### src/rtl/mipi_dly_cal.sv
// IDELAY tap calibration for a MIPI data lane: sweeps every tap, scores each one from
// HS start-of-transmission results, then loads the centre of the longest passing run.
module mipi_dly_cal #(
    parameter int TAP_W    = 5,
    parameter int SETTLE   = 64,
    parameter int MIN_HITS = 4,
    parameter int DWELL_W  = 20,
    parameter int MIN_WIN  = 3
) (
    input  logic                  clk,
    input  logic                  resetb,
    input  logic                  start,
    input  logic                  abort,
    input  logic [TAP_W-1:0]      default_tap,
    input  logic                  manual_ld,
    input  logic                  sot_ok,
    input  logic                  sot_err,
    output logic                  del_ld,
    output logic [TAP_W-1:0]      del_val_dat,
    output logic                  busy,
    output logic                  done,
    output logic                  cal_fail,
    output logic [TAP_W-1:0]      best_tap,
    output logic [TAP_W:0]        win_len,
    output logic [2**TAP_W-1:0]   pass_map
);

    localparam int SET_W = $clog2(SETTLE + 1);
    localparam int HIT_W = $clog2(MIN_HITS + 1);

    typedef enum logic [2:0] {
        S_IDLE,
        S_LOAD,
        S_SETTLE,
        S_MEASURE,
        S_RECORD,
        S_FINAL,
        S_DONE
    } state_t;

    state_t             state;
    logic [TAP_W-1:0]   tap;
    logic [SET_W-1:0]   settle_cnt;
    logic [HIT_W-1:0]   hits;
    logic [DWELL_W-1:0] dwell;
    logic               tap_pass;
    logic [TAP_W:0]     cur_len;
    logic [TAP_W-1:0]   cur_start;
    logic [TAP_W:0]     best_len;
    logic [TAP_W-1:0]   best_start;

    logic [TAP_W:0]     rec_len;
    logic [TAP_W-1:0]   rec_start;
    logic [TAP_W-1:0]   centre;

    // Run-tracker update for the tap being recorded, and the floor centre of the best run.
    always_comb begin
        rec_len   = tap_pass ? cur_len + 1'b1 : '0;
        rec_start = (cur_len == '0) ? tap : cur_start;
        centre    = best_start + TAP_W'((best_len - 1'b1) >> 1);
    end

    always_ff @(posedge clk or negedge resetb) begin
        if (!resetb) begin
            state       <= S_IDLE;
            tap         <= '0;
            settle_cnt  <= '0;
            hits        <= '0;
            dwell       <= '0;
            tap_pass    <= 1'b0;
            cur_len     <= '0;
            cur_start   <= '0;
            best_len    <= '0;
            best_start  <= '0;
            del_ld      <= 1'b0;
            del_val_dat <= '0;
            busy        <= 1'b0;
            done        <= 1'b0;
            cal_fail    <= 1'b0;
            best_tap    <= '0;
            win_len     <= '0;
            pass_map    <= '0;
        end else begin
            del_ld <= 1'b0;
            done   <= 1'b0;
            // Abort wins over every sweep state; partial results are left visible.
            if (abort && state != S_IDLE) begin
                del_val_dat <= default_tap;
                del_ld      <= 1'b1;
                busy        <= 1'b0;
                state       <= S_IDLE;
            end else begin
                case (state)
                    S_IDLE: begin
                        if (start) begin
                            pass_map   <= '0;
                            win_len    <= '0;
                            cal_fail   <= 1'b0;
                            cur_len    <= '0;
                            cur_start  <= '0;
                            best_len   <= '0;
                            best_start <= '0;
                            tap        <= '0;
                            busy       <= 1'b1;
                            state      <= S_LOAD;
                        end else if (manual_ld) begin
                            del_val_dat <= default_tap;
                            del_ld      <= 1'b1;
                        end
                    end
                    S_LOAD: begin
                        del_val_dat <= tap;
                        del_ld      <= 1'b1;
                        settle_cnt  <= '0;
                        state       <= S_SETTLE;
                    end
                    S_SETTLE: begin
                        if (settle_cnt == SET_W'(SETTLE - 1)) begin
                            hits  <= '0;
                            dwell <= '0;
                            state <= S_MEASURE;
                        end else begin
                            settle_cnt <= settle_cnt + 1'b1;
                        end
                    end
                    S_MEASURE: begin
                        // An error in the same cycle as a sync hit still fails the tap.
                        dwell <= dwell + 1'b1;
                        if (sot_err) begin
                            tap_pass <= 1'b0;
                            state    <= S_RECORD;
                        end else if (sot_ok && hits == HIT_W'(MIN_HITS - 1)) begin
                            hits     <= hits + 1'b1;
                            tap_pass <= 1'b1;
                            state    <= S_RECORD;
                        end else begin
                            if (sot_ok) begin
                                hits <= hits + 1'b1;
                            end
                            if (&dwell) begin
                                tap_pass <= 1'b0;
                                state    <= S_RECORD;
                            end
                        end
                    end
                    S_RECORD: begin
                        if (tap_pass) begin
                            pass_map[tap] <= 1'b1;
                        end
                        cur_len   <= rec_len;
                        cur_start <= rec_start;
                        // Strictly longer only, so the earliest run keeps a tie.
                        if (rec_len > best_len) begin
                            best_len   <= rec_len;
                            best_start <= rec_start;
                            win_len    <= rec_len;
                        end
                        if (&tap) begin
                            state <= S_FINAL;
                        end else begin
                            tap   <= tap + 1'b1;
                            state <= S_LOAD;
                        end
                    end
                    S_FINAL: begin
                        if (best_len >= (TAP_W + 1)'(MIN_WIN)) begin
                            best_tap    <= centre;
                            del_val_dat <= centre;
                            cal_fail    <= 1'b0;
                        end else begin
                            best_tap    <= default_tap;
                            del_val_dat <= default_tap;
                            cal_fail    <= 1'b1;
                        end
                        win_len <= best_len;
                        del_ld  <= 1'b1;
                        state   <= S_DONE;
                    end
                    S_DONE: begin
                        done  <= 1'b1;
                        busy  <= 1'b0;
                        state <= S_IDLE;
                    end
                    default: state <= S_IDLE;
                endcase
            end
        end
    end

endmodule

### config.mk
export PLATFORM = sky130hd
export DESIGN_NAME = mipi_dly_cal
export DESIGN_NICKNAME = d
export VERILOG_FILES = /design/src/rtl/mipi_dly_cal.sv
export SDC_FILE = /design/constraint.sdc
export NUM_CORES = 1
export LEC_CHECK = 0
export ABC_AREA = 1
export BUFFER_PORTS_ARGS = -buffer_cell sky130_fd_sc_hd__buf_2
export CORE_AREA = 2 2 100 102
export DETAILED_ROUTE_END_ITERATION = 12
export DIE_AREA = 0 0 102 104
export GPL_ROUTABILITY_DRIVEN = 0
export PLACE_DENSITY = 0.84
export SYNTH_ARGS = -nofsm -noshare
export SYNTH_HDL_FRONTEND = slang
export SYNTH_SLANG_ARGS = --single-unit
### constraint.sdc
create_clock -name clk -period 3.2 [get_ports clk]
set_input_delay 0.16 -clock clk [delete_from_list [all_inputs] [get_ports clk]]
set_output_delay 0.16 -clock clk [all_outputs]
set_load 0.01 [all_outputs]
==> results by group, run 1 <==
Yosys
  • Top-area cell type share of the netlist area: 0.479
  • Synthesized net count: 774
  • Post-synth cell types: 37
  • Cell taking the most area after synthesis: dfrtp_1
  • Area contributors post-synth: dfrtp_1 48%, nand2_1 9.7%, inv_1 5.4%
  • Post-synthesis sequential area ratio: 0.479
  • Mapped cell area: 5910 um^2
  • Yosys reg bits: 113
  • YS warnings: 0
  • Cells after Synth: 738
  • Syn_area_per_cell: 8.00 um^2

Clock network
  • H-tree depth: 4
  • CTS Buf Count: 17
  • Max Root-Sink Buffers: 2
  • Post-CTS Hold Buffers: 4
  • Postcts setup bufs: 0
  • CTS tree: yes
  • Root buffer cell: clkbuf_8
  • Clock-pin transition on the worst setup and hold timing paths: 60 ps
  • CTS Sinks: 113
  • Worst skew pair latency: 530 ps
  • Resized Gates After CTS: 0

Worst setup path
  • Crit path kind: flip-flop to flip-flop
  • Worst-path maximum fanout: 25
  • Worst R2R Start: cur_len[2]
  • Critical path arrival: 3120 ps
  • CP Capture Type: flip-flop
  • Critical path's largest stage delay: approximately 430 ps
  • Worst-case reg-to-reg path depth: 16
  • RR Endpoint: win_len[4]
  • R2r setup slk: 500 ps
  • Slowest cell on crit path: dfrtp_1
  • CP Launch Type: flip-flop
  • Worst-path cell chain: nand3_1 > nor2_1 > nand2_1 > xor2_1 > nor2_1 > ha_1 > nand2_1 > nor2_1 > o21ai_0 > nand3_1 > nand3_1 > nand2_1 > nand2_2 > nand2_1 > nand2_1 > nand2_1
  • Cell mode on critical path: nand2_1
  • CP startpoint: cur_len[2]
  • WP data required: around 3600 ps

Finish
  • Nets: roughly 850
  • Most common cell after layout, fill and taps aside: nand2_1
  • Layout overhead on the synthesized area: 17.5%
  • Finished Cell Area: 6940 um^2
  • Filler instances: 710
  • Most frequent cells in the layout: 152 x nand2_1, 113 x dfrtp_1, 85 x inv_1, 82 x nor2_1, 62 x buf_2
  • # diodes: 0
  • Share of post-route cells with drive strength above 1: 0.149

Hold path
  • HP Class: input port to flip-flop
  • Hold Path End: del_val_dat[2]
  • Hold path cells: 5
  • Min-delay src: default_tap[2]

Global routing
  • Initial antenna violation count: 0
  • Global-route wire length before repair: between 20 and 30 mm
  • Combined global-route utilization of all metal layers: 0.301
  • Final global-route overflow total: 0
  • Largest net degree at the start of global routing: 63
  • Number of global-route vias before repair: 5480

Pwr
  • Reg power frac: 0.372
  • Design internal power: between 2000 and 3000 uW
  • Power per cell area: ~700 nW/um^2
  • Sw Pwr: 1810 uW
  • Static Leak: 0.00349 uW
  • Sw frac: 0.383
  • Logic pwr share: 0.257
  • Overall Power: around 4700 uW
  • Clock Power Share: 0.371
  • Max IR drop VDD: between 0.3 and 0.4 mV

Place
  • DPL Wire Length: slightly above 10 mm
  • Pre-CTS setup slack: 538 ps
  • PortBufs: 63
  • Placed Area: roughly 6400 um^2

STA
  • Setup Viol. Count Final: 0
  • Setup Total Neg Slack: 0 ps
  • Rel. slew slack: 0.485
  • Slew Limit Fails: 0
  • Worst Skew: 7.71 ps
  • Unrepaired setup endpoints after global routing: no
  • Final Hold Fails: 0
  • Max Clock Freq: 370 MHz
  • Measured slew at the worst slew-check pin: 773 ps
  • Part of the cycle the worst path needs: 0.845
  • Min Tclk post-route: 2700 ps
  • PnR worst setup slack: 497 ps

Route
  • Post-route DRC: 0
  • Starting DRC count in detailed routing: about 460
  • DR vias: ~5500
  • Vias per cell: 5.73
  • Average wire per standard cell: 15.6 um
  • Routed Antenna Nets: 0
  • Total Wirelength: approximately 15 mm
  • Drt pass-1 iters: 5

Floorplanning
  • Die area: 10600 um^2
  • Core Region: 9550 um^2
  • Die Height: 104 um
  • Initial Utilization: 0.619
  • Ports: 64
  • Die W: 102 um
  • Site row count: 36

Run
  • Max-Cap Viols: 0

Outcome
  • Status: finished clean
## synth_stat cells, drive strengths merged
cell type,instances
nor2,95
clkbuf,10
ha,23
clkinv,1
a31oi,6
o211ai,2
inv,87
nor4,2
o22ai,4
nand3,56
dfrtp,113
xor2,8
nand2,158
a21oi,59
o21ai,58
nor3b,2
o31ai,2
a22o,1
a211oi,5
nor3,15
nand4,17
fa,1
a22oi,1
or2,2
o21bai,1
a311oi,1
nand3b,1
buf,6
a21o,1
## metrics by stage
| stage | utilization | hold WS, ps | instances |
|---|---|---|---|
| after floorplan | - | -136 | 738 |
| after global placement | 0.665 | 262 | 922 |
| after detailed placement | 0.665 | 275 | 922 |
| after CTS | 0.727 | 3.44 | 958 |
| after global routing | 0.727 | 53.5 | 958 |
| final | 0.727 | 27.5 | 958 |
## logic make-up (layout without fill, tap and decap cells)
kind of cell,after synthesis,in the layout,share of synthesized area
AOI/OAI and AO/OA,141,141,0.129
xor gates and xnor gates,8,8,0.0119
and+or+nand+nor,348,348,0.261
DFF,113,113,0.479
adders and majority gates,24,24,0.0521
buffers and inverters,104,191,0.0682
## power groups by stage
stage | logic, uW | clock network [uW] | registers [uW]
after floorplan | 813 | 0 | 1790
after global placement | 1140 | 0 | 1760
after detailed placement | 1190 | 0 | 1780
after CTS | 1210 | 1780 | 1750
after global routing | 1370 | 1850 | 1780
final | 1210 | 1760 | 1760
## how the worst max path moves through the flow
stage / cells after the start / endpoint / slack, ps
2_1_floorplan: 16 / win_len[0] / 1030
3_3_place_gp: 16 / win_len[5] / 720
3_5_place_dp: 16 / win_len[5] / 540
4_1_cts: 16 / win_len[5] / 520
5_1_grt: 16 / win_len[0] / 210
6_report: 16 / win_len[4] / 500
## area by class of cell
class	instances	area [um^2]	share of cell area
multi-input combinational	521	2680	0.386
clock buffer	17	414	0.0597
inverter	88	330	0.0476
clock inverter	15	138	0.0198
sequential	113	2830	0.407
timing repair buffer	71	388	0.0559
tap	133	166	0.0240
## critical path, delay by kind of cell (launching register included)
family	cells	cell delay (ps)
AOI/OAI and AO/OA	1	60
and+or+nand+nor	13	1670
DFF	1	430
xor gates and xnor gates	1	140
adders and majority gates	1	270
## registers in the layout, indices dropped and copies added, names as in the netlist
register,flops
del_ld,1
cur_len,6
tap,5
cur_start,5
dwell,20
pass_map,32
state,3
win_len,6
best_start,5
best_len,6
tap_pass,1
settle_cnt,7
del_val_dat,5
best_tap,5
done,1
hits,3
busy,1
cal_fail,1
## routing by layer
layer  routed length, um  track usage  share of wire
met4                 411        0.123          0.028
met5                   0            0              0
met3                 876       0.0632          0.059
met2                7630        0.502           0.51
met1                5990        0.377           0.40
No activity file was read; power rests on OpenSTA's default activity.
==> run 2: changes to the inputs <==
- CORE_AREA: 2 2 100 102 -> 2 2 109 111
- DIE_AREA: 0 0 102 104 -> 0 0 111 113
- PLACE_DENSITY: 0.84 -> 0.75
- clock period: 3.2 -> 2.4 ns (I/O delays scaled with it)
==> run 2 against run 1 <==
  * Non-clock buffer count rose by 15
  * Worst hold slack got worse by 10 ps
  * Critical path depth fell by 1
  * Total power rose by 37%
  * Cell area rose by 3.4%
  * Routed wire length rose by 2.9%
  * Sequential share of layout area fell by 1.3 points
  * Sequential power rose by 33%
  * Maximum frequency rose by 18%
  * Critical path type unchanged
  * Critical endpoint is now best_start[1]
  * Highest routed layer unchanged
==> results by group, run 2 (synthesis gave the netlist of run 1 again) <==
Route
  • Vias per cell: 5.63 (-1.8%)
  • Starting DRC count in detailed routing: 377 (-18%)
  • Average wire per standard cell: 15.6 um (+0.22%)
  • Post-route DRC: 0 (unchanged)
  • DR vias: 5535 (+0.91%)
  • Drt pass-1 iters: 6 (+1)
  • Routed Antenna Nets: 0 (unchanged)
  • Total Wirelength: 15.3 mm (+2.9%)

STA
  • PnR worst setup slack: 117 ps (-380 ps)
  • Measured slew at the worst slew-check pin: 590 ps (-182 ps)
  • Worst hold slack: 17.3 ps (-10.2 ps)
  • Max Clock Freq: 438 MHz (+18%)
  • Part of the cycle the worst path needs: 0.951 (+0.106)
  • Slew Limit Fails: 0 (unchanged)
  • Setup Total Neg Slack: 0 ps (unchanged)
  • Final Hold Fails: 0 (unchanged)
  • Rel. slew slack: 0.606 (+0.121)
  • Setup Viol. Count Final: 0 (unchanged)
  • Worst Skew: 8.59 ps (+0.878 ps)
  • Min Tclk post-route: 2280 ps (-420 ps)

Floorplanning
  • Ports: 64 (unchanged)
  • Site row count: 39 (+8.3%)
  • Die area: 12500 um^2 (+18%)
  • Core Region: 11300 um^2 (+18%)
  • Die Height: 113 um (+8.7%)
  • Initial Utilization: 0.524 (-0.0945)
  • Die W: 111 um (+8.8%)

Global routing
  • Number of global-route vias before repair: 5407 (-1.3%)
  • Global-route wire length before repair: 25.8 mm (+2.4%)
  • Initial antenna violation count: 0 (unchanged)
  • Final global-route overflow total: 0 (unchanged)
  • Largest net degree at the start of global routing: 61 (-3.2%)
  • Combined global-route utilization of all metal layers: 0.254 (-0.0463)

Worst setup path
  • Crit path kind: flip-flop to flip-flop
  • CP Capture Type: flip-flop
  • Worst-path maximum fanout: 4 (-84%)
  • CP Launch Type: flip-flop
  • Worst R2R Start: cur_len[0]
  • Worst-case reg-to-reg path depth: 15 (-1)
  • CP startpoint: cur_len[0]
  • Slowest cell on crit path: dfrtp_2
  • WP data required: 2710 ps (-910 ps)
  • Critical path arrival: 2590 ps (-530 ps)
  • Critical path's largest stage delay: 430 ps (about the same)
  • Worst-path cell chain: nand3_4 > nor2_4 > nand2_1 > xor2_1 > nor2_1 > ha_1 > nand2_2 > o21bai_1 > nand3_1 > nand3_2 > nand2_4 > buf_4 > buf_4 > nand3_1 > nand2_1

Finish
  • Most frequent cells in the layout: 147 x nand2_1, 111 x dfrtp_1, 83 x inv_1, 78 x nor2_1, 63 x buf_2
  • Largest reg by FF count: pass_map
  • Nets: 864 (+1.9%)
  • Max reg flops: 32 (unchanged)
  • Final design utilization: 0.637 (-0.0899)
  • Most common cell after layout, fill and taps aside: nand2_1
  • # diodes: 0 (unchanged)
  • Filler instances: 909 (+28%)
  • Top flop regs: pass_map: 32 flops, dwell: 20 flops, settle_cnt: 7 flops
  • Share of post-route cells with drive strength above 1: 0.191 (+0.0423)
  • Layout overhead on the synthesized area: 21.6%

Pwr
  • Sw frac: 0.368 (-0.0145)
  • Logic pwr share: 0.280 (+0.023)
  • Clock Power Share: 0.359 (-0.012)
  • Design internal power: 4110 uW (+41%)
  • Power per cell area: 905 nW/um^2 (+33%)
  • Static Leak: 0.00358 uW (+2.6%)
  • Reg power frac: 0.360 (-0.012)
  • Sw Pwr: 2390 uW (+32%)
  • Overall Power: 6500 uW (+37%)
  • Max IR drop VDD: 0.611 mV (+73%)

Hold path
  • Min-delay src: sot_ok
  • Hold path cells: 3 (-2)
  • HP Class: input port to flip-flop

Clock network
  • CTS tree: yes
  • Root buffer cell: clkbuf_16
  • Max Root-Sink Buffers: 2 (unchanged)
  • CTS Sinks: 113 (unchanged)
  • Worst skew pair latency: 420 ps (-110 ps)
  • H-tree depth: 4 (unchanged)
  • Clock-pin transition on the worst setup and hold timing paths: 50 ps (about the same)
  • CTS Buf Count: 17 (unchanged)

Place
  • Pre-CTS setup slack: -5.63 ps (-543 ps)
  • PortBufs: 63 (unchanged)
  • DPL Wire Length: 10.8 mm (+4.6%)

Run
  • Max-Cap Viols: 0 (unchanged)

Outcome
  • Status: finished clean
## run 2: cell types whose count changed in the layout (fill, tap and decap cells not counted), moves of 4 or more
cell and change:
o21ai_0 -5, nor2_1 -4, inv_8 -4, buf_4 +14, o21ai_1 +4, nand2_1 -5
## run 2: power groups by stage
stage	combinational [uW]	sequential [uW]	clock (uW)
detailed placement	1670	2370	0
CTS	1690	2340	2350
finish	1820	2340	2340
floorplan	1080	2390	0
global route	2040	2370	2450
global placement	1620	2360	0
## run 2: worst max-delay path: cells and delay by family (launching register included)
kind            cells  cell delay (ps)
compound gates      1              110
flops               1              430
xor+xnor            1              140
simple gates       10              930
fa+ha+maj           1              280
buf+inv             2              260
## run 2: area by class of cell
cell class	instances	area [um^2]	area share
multi-input combinational	522	2780	0.386
clock buffer	19	453	0.0631
inverter	88	330	0.0460
sequential	113	2830	0.394
tap	143	179	0.0249
clock inverter	13	104	0.0145
timing repair buffer	86	510	0.0711
## run 2: per-layer routing
metal | GRT usage | part of all wire | wire length (um)
met3 | 0.0659 | 0.056 | 858
met2 | 0.409 | 0.48 | 7420
met1 | 0.335 | 0.43 | 6680
met4 | 0.0950 | 0.026 | 394
met5 | 0 | 0 | 0
## run 2: path summary, 6_finish.rpt
path	endpoint	slack [ps]
max in group asynchronous	best_start[1]	1530
worst min register to register	best_tap[2]	480
worst max-delay path	best_start[1]	120
worst max register to register	best_start[1]	120
worst min-delay path	tap_pass	20
min in group asynchronous	win_len[4]	200
## run 2: stage by stage
| step | std cells | cell area, um^2 |
|---|---|---|
| 5_1_grt | 984 | 7180 |
| 3_3_place_gp | 944 | 6470 |
| 2_1_floorplan | 738 | 5910 |
| 6_report | 984 | 7180 |
| 3_5_place_dp | 944 | 6470 |
| 4_1_cts | 978 | 7040 |
## run 2: what timing repair did
item,4_1_cts,5_1_grt
endpoints found under the setup margin,8,18
cloned,0,2
pin swaps,0,10
hold endpoints to repair,31,0
hold buffers,1,0
gates resized for setup,1,32
buffers inserted,1,4
==> run 3: changes to the inputs <==
- PLACE_DENSITY: 0.75 -> not set
- PLACE_DENSITY_LB_ADDON: not set -> 0.15
==> run 3 against run 2 <==
  * Global-route usage down 0.82 points
  * Sequential share of layout area fell by 0.10 points
  * Combinational power up 3%
  * Critical path depth decreased by 3
  * Register-to-register slack improved by 20 ps
  * Sequential power hardly changed
  * Total power grew 2.6%
==> results by group, run 3 (synthesis gave the netlist of run 1 again) <==
Outcome
  • Status: finished clean

STA
  • Min Tclk post-route: 2260 ps (-24.1 ps)
  • Slew Limit Fails: 0 (unchanged)
  • Rel. slew slack: 0.601 (-0.00463)
  • Measured slew at the worst slew-check pin: 597 ps (+6.94 ps)
  • PnR worst setup slack: 141 ps (+24.1 ps)
  • Worst hold slack: 22.8 ps (+5.55 ps)
  • Final Hold Fails: 0 (unchanged)
  • Part of the cycle the worst path needs: 0.941 (-0.0101)
  • Setup Total Neg Slack: 0 ps (unchanged)
  • Worst Skew: 8.05 ps (-0.538 ps)
  • Setup Viol. Count Final: 0 (unchanged)
  • Max Clock Freq: 443 MHz (+1.1%)

Floorplanning
  • Die Height: 113 um (unchanged)
  • Ports: 64 (unchanged)
  • Die W: 111 um (unchanged)
  • Site row count: 39 (unchanged)
  • Core Region: 11300 um^2 (unchanged)
  • Initial Utilization: 0.524 (unchanged)
  • Die area: 12500 um^2 (unchanged)

Route
  • Post-route DRC: 0 (unchanged)
  • Top routing layer used: met4
  • M1 WL: 6.74 mm (+0.91%)
  • Total Wirelength: 14.6 mm (-4.6%)
  • Vias per cell: 5.41 (-3.8%)
  • Starting DRC count in detailed routing: 356 (-5.6%)
  • Average wire per standard cell: 14.8 um (-4.9%)
  • Routed Antenna Nets: 0 (unchanged)
  • DR vias: 5339 (-3.5%)
  • Drt pass-1 iters: 5 (-1)
  • WL met3: 587 um (-32%)
  • Met2 WL post-DR: 7.01 mm (-5.5%)

Clock network
  • Root buffer cell: clkbuf_16
  • Max Root-Sink Buffers: 2 (unchanged)
  • H-tree depth: 4 (unchanged)
  • CTS Sinks: 113 (unchanged)
  • Worst skew pair latency: 420 ps (about the same)
  • CTS Buf Count: 17 (unchanged)
  • Clock-pin transition on the worst setup and hold timing paths: 60 ps (about the same)
  • CTS tree: yes

Worst setup path
  • Worst-path maximum fanout: 4 (unchanged)
  • CP Launch Type: flip-flop
  • CP Capture Type: flip-flop
  • Critical path arrival: 2600 ps (about the same)
  • Crit path kind: flip-flop to flip-flop
  • WP data required: 2750 ps (+40 ps)

Finish
  • Most frequent cells in the layout: 150 x nand2_1, 113 x dfrtp_1, 84 x inv_1, 79 x nor2_1, 63 x buf_2
  • Largest reg by FF count: pass_map
  • Most common cell after layout, fill and taps aside: nand2_1
  • Footprint of the multi-input gates: 2740 um^2 (-1.3%)
  • Top flop regs: pass_map: 32 flops, dwell: 20 flops, settle_cnt: 7 flops
  • # diodes: 0 (unchanged)
  • Layout overhead on the synthesized area: 21.8%
  • FF+latch area: 2830 um^2 (about the same)
  • Max reg flops: 32 (unchanged)
  • Share of post-route cells with drive strength above 1: 0.184 (-0.00779)
  • Filler instances: 952 (+4.7%)
  • Nets: 867 (+0.35%)

Global routing
  • Number of global-route vias before repair: 5186 (-4.1%)
  • Combined global-route utilization of all metal layers: 0.246 (-0.00822)
  • Final global-route overflow total: 0 (unchanged)
  • Initial antenna violation count: 0 (unchanged)
  • Global-route wire length before repair: 24.8 mm (-4.1%)
  • Largest net degree at the start of global routing: 41 (-33%)

Pwr
  • Clock Power Share: 0.368 (+0.009)
  • Max IR drop VDD: 0.616 mV (+0.78%)
  • Overall Power: 6670 uW (+2.6%)
  • Design internal power: 4290 uW (+4.5%)
  • Sw Pwr: 2380 uW (-0.65%)
  • Reg power frac: 0.351 (-0.009)
  • Power per cell area: 927 nW/um^2 (+2.4%)
  • Static Leak: 0.00361 uW (+0.78%)
  • Logic pwr share: 0.281 (about the same)
  • Sw frac: 0.356 (-0.0117)

Hold path
  • HP Class: input port to flip-flop

Run
  • Max-Cap Viols: 0 (unchanged)

Place
  • PortBufs: 63 (unchanged)
  • DPL Wire Length: 10.4 mm (-3.4%)
  • Pre-CTS setup slack: 49.2 ps (+54.8 ps)
==> run 3: timing repair <==
action / in CTS / in global routing
buffers inserted: 0 / 4
hold endpoints to repair: 29 / 0
gates resized for setup: 0 / 18
hold buffers: 1 / 0
endpoints found under the setup margin: 0 / 14
==> run 3: metrics by stage <==
step	utilization	cells	cell area [um^2]
final	0.638	987	7190
after global routing	0.638	987	7190
after CTS	0.629	981	7090
after detailed placement	0.576	948	6500
after global placement	0.576	948	6500
after floorplan	-	738	5910
==> run 3: worst paths after layout <==
check                           cells past startpoint             end  slack (ps)   startpoint
worst min-delay path                                3        tap_pass          20       sot_ok
worst max register to register                     12  del_val_dat[4]         140  best_len[1]
worst min register to register                      2     best_tap[2]         480  best_tap[2]
worst max-delay path                               12  del_val_dat[4]         140  best_len[1]
min in group asynchronous                           2         hits[2]         190       resetb
max in group asynchronous                           3    pass_map[25]        1540       resetb
==> run 3: area by class of cell <==
type / count / share of cell area
Sequential cell: 113 / 0.393
Multi-Input combinational cell: 522 / 0.381
Timing Repair Buffer: 89 / 0.0741
Clock buffer: 21 / 0.0668
Inverter: 88 / 0.0459
Tap cell: 143 / 0.0249
Clock inverter: 11 / 0.0146
==> run 3: power groups by stage <==
stage / clock (uW) / sequential [uW] / combinational, uW
2_1_floorplan: 0 / 2390 / 1080
3_3_place_gp: 0 / 2360 / 1680
3_5_place_dp: 0 / 2360 / 1720
4_1_cts: 2490 / 2340 / 1740
5_1_grt: 2570 / 2370 / 2090
6_report: 2460 / 2340 / 1870
==> run 3: metal layers <==
layer | up-vias | global-route usage
met3 | 25 | 0.0525
met2 | 127 | 0.399
li1 | 2643 | -
met5 | - | 0
met4 | 0 | 0.114
met1 | 2544 | 0.320
==> run 3: critical path, stage by stage (launching register included) <==
cell and delay (ps):
dfrtp_1 390, inv_1 100, ha_1 280, inv_1 40, ha_1 200, fa_1 430
a21oi_1 230, nand3_1 110, nand3_1 100, nand2_1 70, nand2_1 60, nand2_1 50
a21oi_1 120
